File: src/rtl/mem_access_unit.sv
// Load/store sequencer between the multicycle datapath and a word-only memory.
// Sub-word stores are done as read-modify-write; loads are extracted and extended.
module mem_access_unit (
    input  logic        clk,
    input  logic        rst,
    input  logic        start,
    input  logic        memOp,
    input  logic [2:0]  funct3,
    input  logic [31:0] adr,
    input  logic [31:0] storeData,
    output logic        busy,
    output logic        done,
    output logic        fault,
    output logic [31:0] loadData,
    output logic [31:0] memAdr,
    output logic [31:0] memWriteData,
    output logic        memWrite,
    input  logic [31:0] memReadData
);

    typedef enum logic [2:0] {
        S_IDLE = 3'd0,
        S_RD   = 3'd1,
        S_MRG  = 3'd2,
        S_WR   = 3'd3,
        S_FIN  = 3'd4
    } state_t;

    state_t      r_state;
    state_t      w_next;
    logic [31:0] r_adr;
    logic [31:0] r_sd;
    logic [2:0]  r_f3;
    logic        r_op;
    logic        r_fault;
    logic [31:0] r_old;
    logic [31:0] r_merged;
    logic [31:0] r_load;

    logic        w_fault_in;
    logic [31:0] w_ext;
    logic [31:0] w_merge;
    logic [7:0]  w_byte;
    logic [15:0] w_half;

    function automatic logic f_fault(input logic op, input logic [2:0] f3,
                                     input logic [1:0] a);
        logic v;
        v = 1'b1;
        case (f3)
            3'b000: v = 1'b0;
            3'b001: v = a[0];
            3'b010: v = (a != 2'b00);
            3'b100: v = op;
            3'b101: v = op | a[0];
            default: v = 1'b1;
        endcase
        return v;
    endfunction

    assign w_fault_in = f_fault(memOp, funct3, adr[1:0]);

    always_comb begin
        w_byte = memReadData[8*r_adr[1:0] +: 8];
        w_half = memReadData[16*r_adr[1] +: 16];
        w_ext  = memReadData;
        case (r_f3)
            3'b000:  w_ext = {{24{w_byte[7]}}, w_byte};
            3'b100:  w_ext = {24'd0, w_byte};
            3'b001:  w_ext = {{16{w_half[15]}}, w_half};
            3'b101:  w_ext = {16'd0, w_half};
            default: w_ext = memReadData;
        endcase
    end

    always_comb begin
        w_merge = r_old;
        if (r_f3 == 3'b000)
            w_merge[8*r_adr[1:0] +: 8] = r_sd[7:0];
        else
            w_merge[16*r_adr[1] +: 16] = r_sd[15:0];
    end

    always_comb begin
        w_next = r_state;
        case (r_state)
            S_IDLE: begin
                if (start) begin
                    if (w_fault_in)
                        w_next = S_FIN;
                    else if (memOp && funct3 == 3'b010)
                        w_next = S_WR;
                    else
                        w_next = S_RD;
                end
            end
            S_RD:    w_next = r_op ? S_MRG : S_FIN;
            S_MRG:   w_next = S_WR;
            S_WR:    w_next = S_FIN;
            S_FIN:   w_next = S_IDLE;
            default: w_next = S_IDLE;
        endcase
    end

    always_ff @(posedge clk or posedge rst) begin
        if (rst) begin
            r_state  <= S_IDLE;
            r_adr    <= 32'd0;
            r_sd     <= 32'd0;
            r_f3     <= 3'd0;
            r_op     <= 1'b0;
            r_fault  <= 1'b0;
            r_old    <= 32'd0;
            r_merged <= 32'd0;
            r_load   <= 32'd0;
        end else begin
            r_state <= w_next;
            if (r_state == S_IDLE && start) begin
                r_adr   <= adr;
                r_sd    <= storeData;
                r_f3    <= funct3;
                r_op    <= memOp;
                r_fault <= w_fault_in;
            end
            if (r_state == S_RD) begin
                if (r_op)
                    r_old <= memReadData;
                else
                    r_load <= w_ext;
            end
            if (r_state == S_MRG)
                r_merged <= w_merge;
        end
    end

    // Memory-side outputs are pure state decodes so reset clears them at once.
    always_comb begin
        busy         = (r_state != S_IDLE);
        done         = (r_state == S_FIN);
        fault        = (r_state == S_FIN) && r_fault;
        memWrite     = (r_state == S_WR);
        memAdr       = 32'd0;
        memWriteData = 32'd0;
        if (r_state == S_RD || r_state == S_MRG || r_state == S_WR)
            memAdr = {r_adr[31:2], 2'b00};
        if (r_state == S_WR)
            memWriteData = (r_f3 == 3'b010) ? r_sd : r_merged;
    end

    assign loadData = r_load;

endmodule

File: config.mk
export PLATFORM = sky130hd
export DESIGN_NAME = mem_access_unit
export DESIGN_NICKNAME = d
export VERILOG_FILES = /design/src/rtl/mem_access_unit.sv
export SDC_FILE = /design/constraint.sdc
export NUM_CORES = 1
export LEC_CHECK = 0
export BUFFER_PORTS_ARGS = -buffer_cell sky130_fd_sc_hd__buf_2
export CORE_ASPECT_RATIO = 1.25
export CORE_UTILIZATION = 41
export CTS_BUF_LIST = sky130_fd_sc_hd__clkbuf_16
export DETAILED_ROUTE_END_ITERATION = 12
export GPL_TIMING_DRIVEN = 0
export MAX_ROUTING_LAYER = met4
export PLACE_DENSITY_LB_ADDON = 0.12
export SYNTH_ARGS = -nofsm -noshare
export SYNTH_HDL_FRONTEND = slang
export SYNTH_SLANG_ARGS = --single-unit
File: constraint.sdc
create_clock -name clk -period 4.8 [get_ports clk]
set_input_delay 0 -clock clk [delete_from_list [all_inputs] [get_ports clk]]
set_output_delay 0 -clock clk [all_outputs]
set_load 0.01 [all_outputs]
==> summary.md <==
| Metric | Value |
|---|---|
| Post-synthesis simple-gate area fraction | approximately 22% |
| Clock Skew | about 0.012 ns |
| Critical Path, Cell by Cell | buf_2 -> inv_1 -> ha_1 -> nor4_1 -> a221o_1 -> a22o_1 |
| Outcome | completed |
| Post-synth top area cell | dfrtp_1 |
| Mux cell area share after synthesis | 7.77% |
| Tmin final | 2.94 ns |
| Post-Synth XOR/XNOR Area | 0% |
| Unrepaired setup endpoints after global routing | no |
| Cell variety after synth | 45 |
| Drt pass-1 iters | 5 |
| Leading post-synthesis cells by cell area | dfrtp_1 (52%), nand2_1 (14%), mux2_2 (4.9%), a21oi_1 (4.6%), a221o_1 (4.1%) |
| GRT Util Overall | between 20% and 30% |
| Synth Warn # | 0 |
| Root cell of the clock tree | clkbuf_16 |
| Combinational Power Share | 40.3% |
| Seq/Total Area, Yosys | 52.1% |
| CP max stage delay | between 1 and 1.5 ns |
| Buffers & Inverters on Critical Path | 2 |
| Max cap viols | 0 |
| Post-synth EDFFs | 0 |
| Row count | 57 |
| Vias | ~7500 |
| Adder-Cell Fraction of Synth Area | 0.775% |
| Initial antenna violation count | 0 |
| Crit start category | register |
| Main flop type after synthesis | dfrtp_1 |
| First-pass GRT wire length | 40.8 mm |
| Hold-fix buffers, CTS | 103 |
| Synth Cell Area | 8070 um^2 |
| Switching share of power | 40.9% |
| # DRC | 0 |
| Initial drt markers | 456 |
| Area Overhead vs Synth | 36.8% |
| Cells after Synth | between 800 and 900 |
| Reg2Reg Setup Slack | roughly 1.9 ns |
| Switching Power | 2730 uW |
| Slew HR | 9.11% |
| Core area | 19300 um^2 |
| Layout Nets | between 1000 and 1500 |
| Area fraction of the dominant cell type after synthesis | 52.1% |
| Max clock buf depth | 2 |
| WL/cell | 17.4 um |
| Worst setup EP type | register |
| Crit-path leading delay family | simple AND/OR/NAND/NOR gates |
| Starting Density | 41.8% |
| CTS Sinks | 168 |
| Async SR Flop Fraction | 100% |
| R2r worst-path depth | 6 |
| Fin area | ~11000 um^2 |
| Largest net degree at the start of global routing | between 100 and 150 |
| # port buffers | 200 |
| Syn Area/Cell | 9.22 um^2 |
| Post_cts resized | 0 |
| Flop pwr share | 39.6% |
| Placed inst area | 9440 um^2 |
| Last weighted congestion value of the routability-driven placer | approximately 0.9 |
| HPWL Detailed | 18.2 mm |
| Clock power frac | 20.1% |
| # IOs | between 200 and 250 |
| Clock-pin slew on the worst setup and hold paths | 0.07 ns |
| Pleak | between 0.005 and 0.006 uW |
| Die ar. | 20300 um^2 |
| Layout cells sized above 1 | a little under a quarter |
| Worst slew pin tran | 1.35 ns |
| WP data required | 5.17 ns |
| #FFs+latches synth | approximately 170 |
| CTS Buf Count | 17 |
| Die width | 127 um |
| Fin util | between 50% and 60% |
| Kind of critical path | reg -> reg |
| Internal power | 3950 uW |
| Clock network latency to the later pin of the worst-skew pair | ~0.44 ns |
| Slowest CP cell | nor4_1 |
| Final hold violation count | 0 |
| GRT overflow | 0 |
| Diode count | 0 |
| Vias in the first global route | 7406 |
| DRT Wirelength | 25.7 mm |
| Worst EP arrival | 3.31 ns |
| H-tree lvl count | 4 |
| Worst hold path class | in -> async |
| Die height | 159 um |
| Compound-gate portion of the synthesized area | 13.6% |
| Final Max Tran Viols | 0 |
| Critical Path Stages | 6 |
| Final ANT Viol Nets | 0 |
| Largest family of logic cells by synthesized area | simple AND/OR/NAND/NOR gates |
| Final setup fails | 0 |
| Maximum vdd drop | 0.309 mV |
| Crit Path Max Fanout | 10 |
| Pwr/cell area | 605 nW/um^2 |
| CTS tree | done |
| Fmax | 0.340 GHz |
| Final period util | 61.2% |
| Via density per instance | 5.10 |
| Post-CTS setup buffer count | 0 |
-- Yosys cell counts, drive strengths merged (2+ instances only) --
cell	instances
nand2	300
dfrtp	168
a21oi	75
and2	49
clkbuf	48
mux2	35
a221o	33
nor2	31
mux2i	21
o21ai	18
a22o	16
buf	13
nand3b	10
inv	8
a221oi	6
nand2b	6
ha	5
nor3	4
nor2b	3
a211oi	2
nor4	2
o22ai	2
or3	2
-- final timing paths --
kind | to | startpoint
max | r_merged[28]$_DFFE_PP0P_ | r_adr[1]$_DFFE_PP0P_
min | loadData[27]$_DFFE_PP0P_ | rst
max reg2reg | r_merged[28]$_DFFE_PP0P_ | r_adr[1]$_DFFE_PP0P_
min reg2reg | r_adr[26]$_DFFE_PP0P_ | r_adr[26]$_DFFE_PP0P_
max in group asynchronous | r_adr[6]$_DFFE_PP0P_ | rst
min in group clk | r_sd[6]$_DFFE_PP0P_ | storeData[6]
-- flip-flops by register name, summed over array words and instances, names as in the netlist --
register	count
loadData	32
r_adr	32
r_f3	3
r_fault	1
r_merged	32
r_old	32
r_op	1
r_sd	32
r_state	3
-- stage by stage --
stage | instances | total power [uW] | hold slack [ns] | setup slack, ns | setup TNS (ns)
after global routing | 1477 | 7170 | 0.164 | 1.74 | 0
after CTS | 1477 | 6700 | 0.131 | 1.93 | 0
after detailed placement | 1342 | 5270 | 0.0479 | 1.96 | 0
final | 1477 | 6680 | 0.115 | 1.86 | 0
after floorplan | 876 | 4290 | 0.105 | 0.253 | 0
after global placement | 1341 | 5220 | 0.191 | -1.88 | -313.53
-- placed cells by master, fill, tap and decap left out, types with 4 or more instances in the layout --
cell,n
mux2i_1,21
nand2b_1,6
inv_1,7
o21ai_0,18
inv_6,5
a21oi_1,74
ha_1,5
dlygate4sd3_1,103
buf_2,207
clkbuf_1,48
nor3_1,4
nand3b_1,10
dfrtp_1,168
nor2_1,31
a22o_1,16
clkinv_4,4
and2_1,49
a221oi_1,6
nand2_1,300
mux2_2,35
clkbuf_16,17
a221o_1,33
-- routing by layer --
layer,part of all wire [%],track usage (%),up-vias,routed length [um]
met2,48,43.0,255,12300
met3,4.9,4.41,43,1270
li1,-,-,3612,-
met1,45,35.5,3625,11600
met4,2.3,8.01,0,579
met5,0,-,-,0
-- power groups by stage --
stage	Combinational, uW	Clock [uW]	Sequential, uW
global route	3020	1420	2720
CTS	2690	1370	2640
detailed placement	2610	0	2660
global placement	2570	0	2650
floorplan	1800	0	2490
finish	2690	1340	2640
-- logic make-up (layout without fill, tap and decap cells) --
logic type	after synthesis	after routing
buf+inv	70	406
flops	168	168
mux	57	57
other cells	1	2
compound gates	160	160
fa+ha+maj	5	5
simple gates	414	414
-- tightest hold or removal path: stages --
cell           delay, ns
dlygate4sd3_1       0.53
buf_2               0.15
inv_8               0.29
-- final cells by class --
class	instances	area (um^2)
plain buffers	61	253
clock buffers	17	425
clock inverters	15	143
fillers	1774	8290
inverters	9	41.3
multi-input cells	638	3580
flip-flops and latches	168	4200
well taps	265	332
repair buffers	304	2060
Note: power is estimated with default switching activity, not from simulation.
